**src/rtl/hex_digit_scanner.sv**
```systemverilog
// Time-multiplexed hex scanner for an N-digit common-anode 7-seg display.
// Optional build macro: LEADING_ZERO_BLANK_EN (dark slots for leading zero digits).
module hex_digit_scanner #(
  parameter int NUM_DIGITS  = 4,
  parameter int REFRESH_DIV = 50000
) (
  input  logic                    clk,
  input  logic                    rst_n,
  input  logic                    scan_en,
  input  logic                    load_valid,
  input  logic [4*NUM_DIGITS-1:0] load_data,
  output logic                    load_ready,
  output logic [3:0]              dig_hex,
  output logic [NUM_DIGITS-1:0]   dig_sel,
  output logic                    dig_blank
);

  localparam int IW = (NUM_DIGITS  > 1) ? $clog2(NUM_DIGITS)  : 1;
  localparam int PW = (REFRESH_DIV > 1) ? $clog2(REFRESH_DIV) : 1;
  localparam logic [IW-1:0] LAST_IDX = IW'(NUM_DIGITS - 1);
  localparam logic [PW-1:0] LAST_CNT = PW'(REFRESH_DIV - 1);

  logic [4*NUM_DIGITS-1:0] r_disp;
  logic [PW-1:0]           r_presc;
  logic [IW-1:0]           r_idx;
  logic [3:0]              r_hex;
  logic [NUM_DIGITS-1:0]   r_sel;
  logic                    r_blank;

  logic                    w_tick;
  logic                    w_frame_end;
  logic                    w_xfer;
  logic [IW-1:0]           w_idx_nxt;
  logic [4*NUM_DIGITS-1:0] w_val;
  logic [3:0]              w_nib;
  logic [NUM_DIGITS-1:0]   w_sel_nxt;
  logic                    w_blank_nxt;

  assign w_tick      = scan_en & (r_presc == LAST_CNT);
  assign w_frame_end = (r_idx == LAST_IDX);
  assign load_ready  = w_tick & w_frame_end;
  assign w_xfer      = load_valid & load_ready;
  assign w_idx_nxt   = w_frame_end ? '0 : r_idx + 1'b1;

  // Digit 0 of a new frame comes straight from load_data so the load costs no latency.
  assign w_val     = w_xfer ? load_data : r_disp;
  assign w_nib     = w_val[{w_idx_nxt, 2'b00} +: 4];
  assign w_sel_nxt = ~(NUM_DIGITS'(1) << w_idx_nxt);

`ifdef LEADING_ZERO_BLANK_EN
  logic [NUM_DIGITS-1:0] w_upper_zero;
  for (genvar k = 0; k < NUM_DIGITS; k++) begin : g_upz
    assign w_upper_zero[k] = ~|w_val[4*NUM_DIGITS-1:4*k];
  end
  assign w_blank_nxt = (w_idx_nxt != '0) & w_upper_zero[w_idx_nxt];
`else
  assign w_blank_nxt = 1'b0;
`endif

  always_ff @(posedge clk or negedge rst_n) begin
    if (!rst_n) begin
      r_disp  <= '0;
      r_presc <= '0;
      r_idx   <= LAST_IDX;
      r_hex   <= '0;
      r_sel   <= '1;
      r_blank <= 1'b1;
    end else begin
      if (w_xfer) r_disp <= load_data;
      if (scan_en) begin
        if (w_tick) begin
          r_presc <= '0;
          r_idx   <= w_idx_nxt;
          r_hex   <= w_nib;
          r_sel   <= w_blank_nxt ? '1 : w_sel_nxt;
          r_blank <= w_blank_nxt;
        end else begin
          r_presc <= r_presc + 1'b1;
        end
      end else begin
        // Frozen: counters hold, display goes dark, nibble kept.
        r_sel   <= '1;
        r_blank <= 1'b1;
      end
    end
  end

  assign dig_hex   = r_hex;
  assign dig_sel   = r_sel;
  assign dig_blank = r_blank;

endmodule

```
**config.mk**
```make
export PLATFORM = sky130hd
export DESIGN_NAME = hex_digit_scanner
export DESIGN_NICKNAME = d
export VERILOG_FILES = /design/src/rtl/hex_digit_scanner.sv
export SDC_FILE = /design/constraint.sdc
export NUM_CORES = 1
export LEC_CHECK = 0
export CAP_MARGIN = 5
export CORE_ASPECT_RATIO = 0.75
export CORE_MARGIN = 2
export CORE_UTILIZATION = 35
export DETAILED_ROUTE_END_ITERATION = 12
export PLACE_DENSITY_LB_ADDON = 0.12
export SETUP_SLACK_MARGIN = 0.15
export SYNTH_ARGS = -nofsm -noshare
export SYNTH_HDL_FRONTEND = slang
export SYNTH_SLANG_ARGS = --single-unit
```
**constraint.sdc**
```tcl
create_clock -name clk -period 2.7 [get_ports clk]
set_input_delay 0.675 -clock clk [delete_from_list [all_inputs] [get_ports clk]]
set_output_delay 0.675 -clock clk [all_outputs]
set_load 0.05 [all_outputs]
```
==> results, run 1 <==
- The register-to-register setup slack is 250 ps.
- The biggest area contributor in the post-synthesis netlist is dfrtp_1.
- The maximum clock frequency is 390 MHz.
- 30 I/O pins were placed.
- Synthesis produced a netlist with a net count of 219.
- The leakage power of the design is 1.29 nW.
- Entering global routing, the biggest net connects 44 pins.
- For this run, the leading register cell type out of synthesis is dfrtp_1.
- Summed over all layers, the global routing overflow is 0.
- The via count is 1549.
- At the end of the flow, the number of nets in the layout was 262.
- After the first detailed-routing iteration, the DRC count stood at 46.
- Summed over all failing endpoints, the final setup total negative slack is 0 ps.
- The detailed placement HPWL is 3190 um.
- The die covers 6940 um2.
- The starting density of the core is 37.0%.
- The total count of hold-check failures in the final report came to 0.
- The level count of the clock H-tree is 2.
- The number of buffers created by CTS is 5.
- The clock sink count is 43.
- Setup repair after global routing could not meet its margin everywhere.
- The final-report setup violation count is 0.
- Measured against its own limit, the worst slew margin works out to 64.6%.
- Sequential cells were found to cover 49.3% of the synthesized design area.
- The unique cell type count in the Yosys netlist is 40.
- The post-route netlist has 23.5% of its cells at a drive strength greater than 1.
- The filler-free cell count of the finished design is 316.
- The worst vdd rail ir drop is 0.231 mV.
- The yosys synthesis warning count is 0.
- The number of buffers between clock root and the deepest sink is 2.
- The via count of the first global-routing pass was 1514.
- The detail route stage leaves a number of antenna-violating nets equal to 0.
- The area of the core region is 5950 um2.
- Max-cap violations in this run came to 0.
- The synthesized design contains 43 register bits.
- In this run, post-CTS hold repair placed 0 buffers.
- Dividing total power by cell area gives a power density of 468 nW/um2.
- Counting both buffers and inverters, the worst setup path holds a total of 1.
- The final count of pins violating max slew is 0.
- The library cells used most frequently in the layout, excluding fill and tap cells, are 36 x dfrtp_1, 26 x clkdlybuf4s50_1, 22 x nand2_1, 14 x buf_4, 13 x mux2i_1.
- STA classifies the critical path startpoint as a flip-flop.
- The growth of design area from synthesis to finish is 26.1%.
- In the routed layout, each cell is associated on average with a via count of 4.90.
- The root buffer cell chosen for the clock tree is clkbuf_8.
- The cell row count is 24.
- The overall track demand over capacity in global routing is 14.6%.
- The wire length of the first global-routing pass is 7670 um.
- The number of cells in the design after placement is 303.
- The run finished with clean final reports.
- The worst path arrival time is 1890 ps.
- The category of the worst setup path capture point is an output pin.
- For the pin with the worst max-slew slack, the measured transition is 527 ps.
- The worst register-to-register path begins at r_presc[4].
- The synthesized design devotes to its leading area cell type 41.0% of total area.
- The horizontal die dimension is 95.5 um.
- The post-CTS clock slew at the launch and capture registers of the worst setup and hold paths is 80 ps.
- Among all stages on the critical path, the largest delay is contributed by or4bb_4.
- Grouping stages by cell kind, the critical path spends the most delay in simple AND/OR/NAND/NOR gates.
- After layout, the minimum clock period comes to 2560 ps.
- The post-synthesis instance total is 194.
- The start-to-end type of the worst setup path is flip-flop to output pin.
- The fraction of registers with async set or reset after synthesis is 100%.
- The fraction of the cycle the final worst path needs is 94.9%.
- The most critical setup path has its startpoint at r_presc[4].
- The peak fanout along the critical path is 2.
- The reg-to-reg critical path endpoint is r_disp[0].
- The average wire length per cell after detail routing is 14.6 um.
- After detailed routing, the number of remaining DRC violations is 0.
- The TritonCTS clock tree is done.
- The critical path goes through or4bb_4 > nor4_4 > and2_4 > buf_12.
- The number of detailed-route iterations in the first pass is 4.
- The most frequent standard cell in the layout excluding fill and tap cells is dfrtp_1.
- By area the synthesized netlist is led by dfrtp_1 41%, dfstp_2 8.4%, mux2i_1 5.9%, mux2_4 5.5%, mux2_2 4.1%.
- For the worst setup path, the data required time is 2030 ps.
- At the later pin of the worst-skew pair, clock insertion delay measures 290 ps.
- The final wirelength is 4620 um.
- The worst-case reg-to-reg path depth is 6.
- The initial antenna violation count was 0.
- The min-delay analysis places its worst path in the category input pin to asynchronous set/reset pin.
- The die is 72.7 um tall.
- The largest clock skew in the final design is 9.25 ps.
- In this design, the stage delay of the slowest critical-path cell is 580 ps.
- During placement, the flow inserted port buffers numbering 29.
- The summed instance area of the synthesized netlist is 2200 um2.
- The number of enable flip-flop cells after synthesis is 0.
- The average cell area after synthesis is 11.3 um2.
- Across all hold checks on the routed design, the worst slack comes to 341 ps.
- The placer's final routability congestion estimate is 0.736.
- The filler cells instantiated in the layout total 564.
- The number of antenna repair diodes is 0.
-- registers in the layout (all words and copies together) (netlist names) --
name / cells
dig_blank: 1
r_presc: 16
r_disp: 16
dig_hex: 4
r_idx: 2
dig_sel: 4
-- synthesized netlist by cell type, types with 6 or more instances --
master	n
nor2_1	12
dfstp_2	7
inv_1	6
dfrtp_1	36
mux2_2	8
a21oi_1	6
nand2_1	22
mux2_4	8
xnor2_1	7
o21ai_0	9
nand4_1	6
mux2i_1	13
-- where the power goes --
part | leakage (nW) | total, mW | switching (mW) | internal, mW
clock | 0.0395 | 0.398 | 0.213 | 0.184
combinational | 0.693 | 0.170 | 0.0851 | 0.0854
sequential | 0.556 | 0.730 | 0.0493 | 0.681
total | 1.29 | 1.30 | 0.348 | 0.951
-- worst max path at each step --
stage | cells past startpoint | end | slack [ps]
after global placement | 5 | load_ready | 90
after global routing | 4 | load_ready | 60
final | 4 | load_ready | 140
after floorplan | 7 | r_disp[0] | 210
after detailed placement | 5 | load_ready | 70
after CTS | 4 | load_ready | 110
-- layer usage --
layer	share of wire [%]	routed length [um]	GRT usage, %	vias to the layer above
met5	0	0	0	-
met3	4.6	212	4.44	6
li1	-	-	-	775
met2	38	1760	18.5	29
met4	1.0	48	3.81	0
met1	56	2600	23.6	739
-- what timing repair did --
action,CTS,global route
setup endpoints to repair,1,1
setup buffers,4,1
endpoints found under the hold margin,0,0
resized for setup,3,0
pin swaps,3,0
-- through the flow --
step	power [mW]	utilization (%)	area [um2]	setup slack, ps
after floorplan	0.827	-	2210	205
after global placement	0.914	44.6	2650	89.2
after detailed placement	0.914	44.6	2650	70.8
after CTS	1.32	46.5	2770	111
after global routing	1.38	46.6	2770	60.2
final	1.30	46.6	2770	138
-- area by class of cell --
cell class | count | area [um2] | share of cell area, %
multi-input combinational | 136 | 1050 | 37.8
clock buffer | 8 | 80.1 | 2.89
inverter | 6 | 22.5 | 0.812
tap | 78 | 97.6 | 3.52
sequential | 43 | 1080 | 39.1
timing repair buffer | 45 | 439 | 15.8
-- cells by family after synthesis --
logic type,Yosys count,synth area share [%]
buffers and inverters,15,3.70
multiplexers,31,17.5
flip-flops,43,49.3
AO/OA/AOI/OAI,28,8.08
adder cells (fa/ha/maj),5,2.84
AND/OR/NAND/NOR,64,15.4
XOR/XNOR,8,3.19
-- worst register-to-register path, delay by kind of cell, from the launching register on --
| family | cells | cell delay, ps |
|---|---|---|
| simple gates | 3 | 1290 |
| mux | 1 | 310 |
| flops | 1 | 390 |
| buf+inv | 2 | 350 |
Power figures use the tool's default switching activity.
==> run 2: changes to the inputs <==
--- a/config.mk
+++ b/config.mk
@@ -9,6 +9,7 @@
 export CORE_ASPECT_RATIO = 0.75
 export CORE_MARGIN = 2
 export CORE_UTILIZATION = 35
+export CTS_CLUSTER_SIZE = 16
 export DETAILED_ROUTE_END_ITERATION = 12
 export PLACE_DENSITY_LB_ADDON = 0.12
 export SETUP_SLACK_MARGIN = 0.15
==> results of run 2 <==
The final DEF is identical to that of run 1; final timing and power are the same.
==> run 3: changes to the inputs <==
--- a/config.mk
+++ b/config.mk
@@ -13,6 +13,7 @@
 export DETAILED_ROUTE_END_ITERATION = 12
 export PLACE_DENSITY_LB_ADDON = 0.12
 export SETUP_SLACK_MARGIN = 0.15
+export SKIP_LAST_GASP = 1
 export SYNTH_ARGS = -nofsm -noshare
 export SYNTH_HDL_FRONTEND = slang
 export SYNTH_SLANG_ARGS = --single-unit
==> results of run 3 <==
The final DEF is identical to that of run 1; final timing and power are the same.
